<file path="src/rtl/voice_mixer.sv">
// Time-multiplexed N-voice mixer with per-voice gain/mute, master volume,
// output saturation, frame checking and a first-order sigma-delta DAC.
module voice_mixer #(
    parameter int unsigned NUM_VOICES = 3,
    parameter int unsigned SAMPLE_W   = 10,
    parameter int unsigned GAIN_W     = 4,
    parameter int unsigned OUT_W      = 16,
    parameter int unsigned SHIFT      = 4,
    parameter int unsigned IDX_W      = (NUM_VOICES > 1) ? $clog2(NUM_VOICES) : 1
) (
    input  logic                         clk_i,
    input  logic                         rst_i,
    input  logic                         sample_tick_i,
    input  logic                         voice_valid_i,
    input  logic [IDX_W-1:0]             voice_idx_i,
    input  logic [SAMPLE_W-1:0]          voice_wave_i,
    output logic                         voice_ready_o,
    input  logic [NUM_VOICES*GAIN_W-1:0] gain_i,
    input  logic [NUM_VOICES-1:0]        mute_i,
    input  logic [3:0]                   master_vol_i,
    input  logic                         err_clr_i,
    output logic [OUT_W-1:0]             audio_o,
    output logic                         audio_valid_o,
    output logic                         clip_o,
    output logic                         frame_err_o,
    output logic                         dac_o
);

    localparam int unsigned ACC_W  = SAMPLE_W + GAIN_W + 1 + $clog2(NUM_VOICES);
    localparam int unsigned PROD_W = SAMPLE_W + GAIN_W + 1;
    localparam int unsigned MUL_W  = ACC_W + 5;
    localparam int unsigned WIDE_W = ((MUL_W > OUT_W) ? MUL_W : OUT_W) + 1;

    localparam logic signed [WIDE_W-1:0] SAT_MAX = {{(WIDE_W-OUT_W+1){1'b0}}, {(OUT_W-1){1'b1}}};
    localparam logic signed [WIDE_W-1:0] SAT_MIN = {{(WIDE_W-OUT_W+1){1'b1}}, {(OUT_W-1){1'b0}}};
    localparam logic [OUT_W-1:0]         OUT_MSB  = {1'b1, {(OUT_W-1){1'b0}}};
    localparam logic [SAMPLE_W-1:0]      WAVE_MSB = {1'b1, {(SAMPLE_W-1){1'b0}}};

    typedef enum logic [1:0] {StIdle, StCollect, StScale, StEmit} state_e;

    state_e state_q, state_d;

    logic signed [ACC_W-1:0] acc_q, acc_d;
    logic [NUM_VOICES-1:0]   seen_q, seen_d;
    logic                    pend_q, pend_d;
    logic [OUT_W-1:0]        audio_q, audio_d;
    logic                    clip_q, clip_d;
    logic                    err_q, err_d;
    logic [OUT_W-1:0]        dac_acc_q, dac_acc_d;
    logic                    dac_q, dac_d;

    // Voice lane selection; out-of-range indices simply never hit a lane.
    logic                  idx_hit;
    logic                  idx_dup;
    logic                  sel_mute;
    logic [GAIN_W-1:0]     sel_gain;
    logic [NUM_VOICES-1:0] idx_onehot;

    always_comb begin
        idx_hit    = 1'b0;
        idx_dup    = 1'b0;
        sel_mute   = 1'b0;
        sel_gain   = '0;
        idx_onehot = '0;
        for (int v = 0; v < NUM_VOICES; v++) begin
            if (voice_idx_i == IDX_W'(v)) begin
                idx_hit       = 1'b1;
                idx_dup       = seen_q[v];
                sel_mute      = mute_i[v];
                sel_gain      = gain_i[v*GAIN_W +: GAIN_W];
                idx_onehot[v] = 1'b1;
            end
        end
    end

    logic signed [SAMPLE_W-1:0] wave_c;
    logic signed [PROD_W-1:0]   wave_ext;
    logic signed [PROD_W-1:0]   gain_ext;
    logic signed [PROD_W-1:0]   term;

    always_comb begin
        wave_c   = $signed(voice_wave_i ^ WAVE_MSB);
        wave_ext = {{(GAIN_W+1){wave_c[SAMPLE_W-1]}}, wave_c};
        gain_ext = $signed({{(SAMPLE_W+1){1'b0}}, sel_gain});
        term     = sel_mute ? '0 : wave_ext * gain_ext;
    end

    logic signed [WIDE_W-1:0] acc_w;
    logic signed [WIDE_W-1:0] vol_w;
    logic signed [WIDE_W-1:0] mix_w;
    logic signed [WIDE_W-1:0] shr_w;
    logic [OUT_W-1:0]         sat_val;
    logic                     sat_clip;

    always_comb begin
        acc_w = WIDE_W'(acc_q);
        vol_w = $signed({{(WIDE_W-4){1'b0}}, master_vol_i});
        mix_w = acc_w * vol_w;
        shr_w = mix_w >>> SHIFT;
        if (shr_w > SAT_MAX) begin
            sat_val  = SAT_MAX[OUT_W-1:0];
            sat_clip = 1'b1;
        end else if (shr_w < SAT_MIN) begin
            sat_val  = SAT_MIN[OUT_W-1:0];
            sat_clip = 1'b1;
        end else begin
            sat_val  = shr_w[OUT_W-1:0];
            sat_clip = 1'b0;
        end
    end

    logic accept;
    logic err_set;

    assign accept = voice_valid_i && (state_q == StCollect);

    always_comb begin
        acc_d   = acc_q;
        seen_d  = seen_q;
        pend_d  = pend_q;
        audio_d = audio_q;
        clip_d  = clip_q;
        err_set = 1'b0;
        unique case (state_q)
            StIdle: begin
                if (sample_tick_i) begin
                    acc_d  = '0;
                    seen_d = '0;
                end
            end
            StCollect: begin
                // A tick here aborts the frame; any same-cycle sample is dropped.
                if (sample_tick_i) begin
                    acc_d   = '0;
                    seen_d  = '0;
                    err_set = 1'b1;
                end else if (accept) begin
                    if (!idx_hit || idx_dup) begin
                        err_set = 1'b1;
                    end else begin
                        acc_d  = acc_q + ACC_W'(term);
                        seen_d = seen_q | idx_onehot;
                    end
                end
            end
            StScale: begin
                audio_d = sat_val;
                clip_d  = sat_clip;
                if (sample_tick_i) pend_d = 1'b1;
            end
            StEmit: begin
                pend_d = 1'b0;
                if (pend_q || sample_tick_i) begin
                    acc_d  = '0;
                    seen_d = '0;
                end
            end
            default: ;
        endcase
        err_d = err_q;
        if (err_clr_i) err_d = 1'b0;
        if (err_set)   err_d = 1'b1;
    end

    // Free-running sigma-delta: carry-out of the offset-binary accumulation.
    logic [OUT_W:0] dac_sum;

    always_comb begin
        dac_sum   = {1'b0, dac_acc_q} + {1'b0, audio_q ^ OUT_MSB};
        dac_acc_d = dac_sum[OUT_W-1:0];
        dac_d     = dac_sum[OUT_W];
    end

    always_ff @(posedge clk_i or posedge rst_i) begin
        if (rst_i) begin
            state_q <= StIdle;
        end else begin
            state_q <= state_d;
        end
    end

    always_comb begin
        state_d = state_q;
        unique case (state_q)
            StIdle:    if (sample_tick_i) state_d = StCollect;
            StCollect: if (!sample_tick_i && (&seen_d)) state_d = StScale;
            StScale:   state_d = StEmit;
            StEmit:    state_d = (pend_q || sample_tick_i) ? StCollect : StIdle;
            default:   state_d = StIdle;
        endcase
    end

    always_comb begin
        voice_ready_o = 1'b0;
        audio_valid_o = 1'b0;
        clip_o        = 1'b0;
        unique case (state_q)
            StCollect: voice_ready_o = 1'b1;
            StEmit: begin
                audio_valid_o = 1'b1;
                clip_o        = clip_q;
            end
            default: ;
        endcase
    end

    always_ff @(posedge clk_i or posedge rst_i) begin
        if (rst_i) begin
            acc_q     <= '0;
            seen_q    <= '0;
            pend_q    <= 1'b0;
            audio_q   <= '0;
            clip_q    <= 1'b0;
            err_q     <= 1'b0;
            dac_acc_q <= '0;
            dac_q     <= 1'b0;
        end else begin
            acc_q     <= acc_d;
            seen_q    <= seen_d;
            pend_q    <= pend_d;
            audio_q   <= audio_d;
            clip_q    <= clip_d;
            err_q     <= err_d;
            dac_acc_q <= dac_acc_d;
            dac_q     <= dac_d;
        end
    end

    assign audio_o     = audio_q;
    assign frame_err_o = err_q;
    assign dac_o       = dac_q;

endmodule

</file>
<file path="config.mk">
export PLATFORM = sky130hd
export DESIGN_NAME = voice_mixer
export DESIGN_NICKNAME = d
export VERILOG_FILES = /design/src/rtl/voice_mixer.sv
export SDC_FILE = /design/constraint.sdc
export NUM_CORES = 1
export LEC_CHECK = 0
export CORE_AREA = 2 2 116 118
export CTS_CLUSTER_DIAMETER = 40
export DETAILED_ROUTE_END_ITERATION = 8
export DIE_AREA = 0 0 118 120
export GPL_TIMING_DRIVEN = 0
export MAX_ROUTING_LAYER = met4
export PLACE_DENSITY = 0.91
export SYNTH_ARGS = -nofsm -noshare
export SYNTH_HDL_FRONTEND = slang
export SYNTH_SLANG_ARGS = --single-unit
</file>
<file path="constraint.sdc">
create_clock -name clk_i -period 5.1 [get_ports clk_i]
set_input_delay 0.765 -clock clk_i [delete_from_list [all_inputs] [get_ports clk_i]]
set_output_delay 0.765 -clock clk_i [all_outputs]
set_load 0.05 [all_outputs]
</file>
==> key figures <==
Yosys
  • Ys async rst share: 100.0%
  • Synth Cell Area: about 7800 um^2
  • Sequential share of the synthesized area: roughly a fifth
  • Top_reg_cell synth: dfrtp_1
  • Mapped Cells: slightly above 900
  • Mean Syn Cell Area: about 8.4 um^2
  • Post-Syn Nets: 1124
  • Netlist cell types: 64
  • Seq cells post-synth: 58
  • Yosys warning total: 0
  • Post-synth EDFFs: 0

Timing
  • Skew final: 0.006761 ns
  • Final Hold Vio Count: 0
  • Final setup vio count: 7
  • RSZ-0062 raised after global routing: yes
  • Min Tclk post-route: 6.090 ns
  • Tightest Pin Transition: approximately 0.9 ns
  • Headroom to the max-slew limit: around two fifths
  • Period utilization: 119.4%
  • Pins Over Slew Limit: 0
  • FMAX: roughly 160 MHz
  • Final worst slack: -0.9901 ns

Die
  • Core Region: approximately 13000 um^2
  • Die height: roughly 120 um
  • IO Count: 57
  • Row count: 42
  • Die area: between 10000 and 15000 um^2
  • Die width: around 120 um
  • Initial Utilization: ~60%

Pwr
  • Sequential share of power: a little under a fifth
  • Switching power share of the total: approximately 46%
  • Pwr Density: approximately 410 nW/um^2
  • Leakage: 4.900 nW
  • Clock Power Share: 15.5%
  • P_sw: around 0.0019 W
  • Comb pwr share: between 60% and 70%
  • Total chip power: slightly above 0.004 W
  • Max IR drop VDD: ~0.24 mV
  • P_int: between 0.002 and 0.0025 W

Job
  • Max-cap violation count: 0

Global route
  • Largest net degree at the start of global routing: 35
  • Wire length of the first global-routing pass: between 30 and 40 mm
  • Total GRT Usage: between 20% and 30%
  • Initial antenna violation count: 0
  • Number of global-route vias before repair: around 7100
  • GRT overflow: 0

Critical path
  • CP max FO: 6
  • CP top delay family: adder cells
  • Critical Path Source: voice_idx_i[0]
  • CP Capture Type: flop
  • Reg2reg start: acc_q[2]
  • Startpoint types: input pin
  • Crit path DAT: 6.30 ns
  • Critical Path RT: roughly 5.3 ns
  • Slowest-stage cell, CP: fa_1
  • Bufs and invs on worst path: 5
  • Crit-path max cell delay: 0.54 ns
  • Critical path type: input pin to flop

Drt
  • Total number of vias: 7220
  • Routed WL: 21.20 mm
  • DRT Pass-1 Iters: 5
  • Drt wl/cell: 17.41 um
  • Iter 0 DRT Violations: 468
  • DR vias/cell: 5.928
  • DRC viols: 0
  • Antenna viol nets, final: 0

Worst hold path
  • Worst hold path type: flop to flop
  • HP Start: dac_acc_q[0]

Clock tree
  • Clk sinks: 58
  • Htree depth: 3
  • Worst-Skew Late Latency: 0.33 ns
  • CTS max path bufs: 2
  • Clock transition at path regs: around 0.060 ns
  • Clock Tree Root: clkbuf_16
  • CTS tree: done
  • TritonCTS Buffers: 9
  • Hold_buf cts: 0

Place
  • Post-placement cell count: 1157
  • Pre-CTS WS: -1.691 ns
  • GPL Wtd Cong: 0.8888
  • DP HPWL: between 10 and 15 mm
  • Port Buffers: 53

Outcome
  • Failing checks: setup timing
  • Status: complete, but fails checks

Layout
  • Layout cells sized above 1: between 10% and 20%
  • Final core area utilization: between 70% and 80%
  • Synth-to-Final Area Change: 25.82%
  • Nets: 1235
  • Non-filler cells, final: 1218
  • ANT cells: 0
-- sequential cells by signal (all words and copies together), names as in the netlist --
name / cells
acc_q: 17
audio_o: 16
dac_acc_q: 16
seen_q: 3
state_q: 2
clip_q: 1
dac_o: 1
frame_err_o: 1
pend_q: 1
-- through the flow --
| stage | hold slack (ns) | instance area (um^2) | TNS [ns] |
|---|---|---|---|
| finish | 0.4705 | 9786 | -3.542 |
| global route | 0.4884 | 9786 | -4.765 |
| CTS | 0.4726 | 9285 | -2.064 |
| detailed placement | 0.4611 | 8663 | -23.45 |
| global placement | 0.4531 | 8643 | -20.06 |
| floorplan | 0.4430 | 7893 | -2.024 |
-- timing repair --
item	4_1_cts	5_1_grt
pin swaps	40	54
buffers inserted	29	18
setup endpoints to repair	25	25
resized for setup	54	84
cloned	0	1
hold endpoints to repair	0	0
-- kinds of logic after synthesis --
kind of cell,share of synthesized area [%]
AOI/OAI and AO/OA,14.21
DFF,18.66
buffers and inverters,8.108
xor gates and xnor gates,5.856
and+or+nand+nor,20.46
muxes,1.303
adders and majority gates,31.40
-- worst paths after layout --
path	depth (start not counted)	slack [ns]	end
max	28	-0.99	acc_q[16]
min	1	0.47	dac_acc_q[0]
max reg2reg	17	0.29	audio_o[11]
min reg2reg	1	0.47	dac_acc_q[0]
max in group asynchronous	3	3.62	acc_q[11]
min in group asynchronous	2	0.88	dac_acc_q[1]
-- routing by layer --
metal	vias to the layer above	wire length, um	global-route usage, %
met1	3447	7542	27.63
met5	-	0	-
met3	136	881	3.327
met4	0	1689	16.49
met2	333	11090	51.09
li1	3304	-	-
-- cells in the final DEF (no fill, tap or decap), types with 11 or more instances in the layout --
| cell | count |
|---|---|
| clkbuf_1 | 11 |
| and2_1 | 72 |
| clkdlybuf4s50_1 | 38 |
| nand3_1 | 11 |
| nand2_1 | 74 |
| a21o_1 | 11 |
| dfrtp_1 | 58 |
| inv_1 | 134 |
| a21oi_2 | 12 |
| ha_1 | 85 |
| a21oi_1 | 40 |
| ha_4 | 15 |
| o21ai_1 | 12 |
| nor3_1 | 16 |
| fa_1 | 56 |
| xnor2_1 | 35 |
| nor2_1 | 65 |
| o21ai_0 | 31 |
| xor2_1 | 16 |
| buf_4 | 46 |
-- power groups by stage --
stage                     sequential (W)  combinational, W  clock (W)
after floorplan                  0.00100           0.00153          0
after global placement          0.000770           0.00220          0
after detailed placement        0.000778           0.00230          0
after CTS                       0.000776           0.00243   0.000627
after global routing            0.000799           0.00288   0.000649
final                           0.000777           0.00265   0.000629
-- cell usage after synthesis, drive strengths merged, types with 9 or more instances --
cell type	instances	area, um^2
inv	142	533.0
ha	104	1301
and2	78	488.0
nand2	76	285.3
nor2	70	262.8
dfrtp	58	1451
fa	57	1141
a21oi	54	289.0
o21ai	52	264.0
xnor2	36	315.3
nor3	24	130.1
xor2	16	140.1
clkbuf	13	48.80
nor2b	13	81.33
nand3	12	60.06
a21o	11	82.58
mux2i	9	90.09
-- area by class of cell --
| cell class | count | area (um^2) |
|---|---|---|
| multi-input cells | 706 | 6250 |
| fillers | 823 | 3194 |
| flip-flops and latches | 58 | 1451 |
| repair buffers | 101 | 884.6 |
| inverters | 142 | 535.5 |
| clock buffers | 13 | 270.3 |
| well taps | 176 | 220.2 |
| plain buffers | 20 | 138.9 |
| clock inverters | 2 | 35.03 |
(Power assumes the default switching activity.)
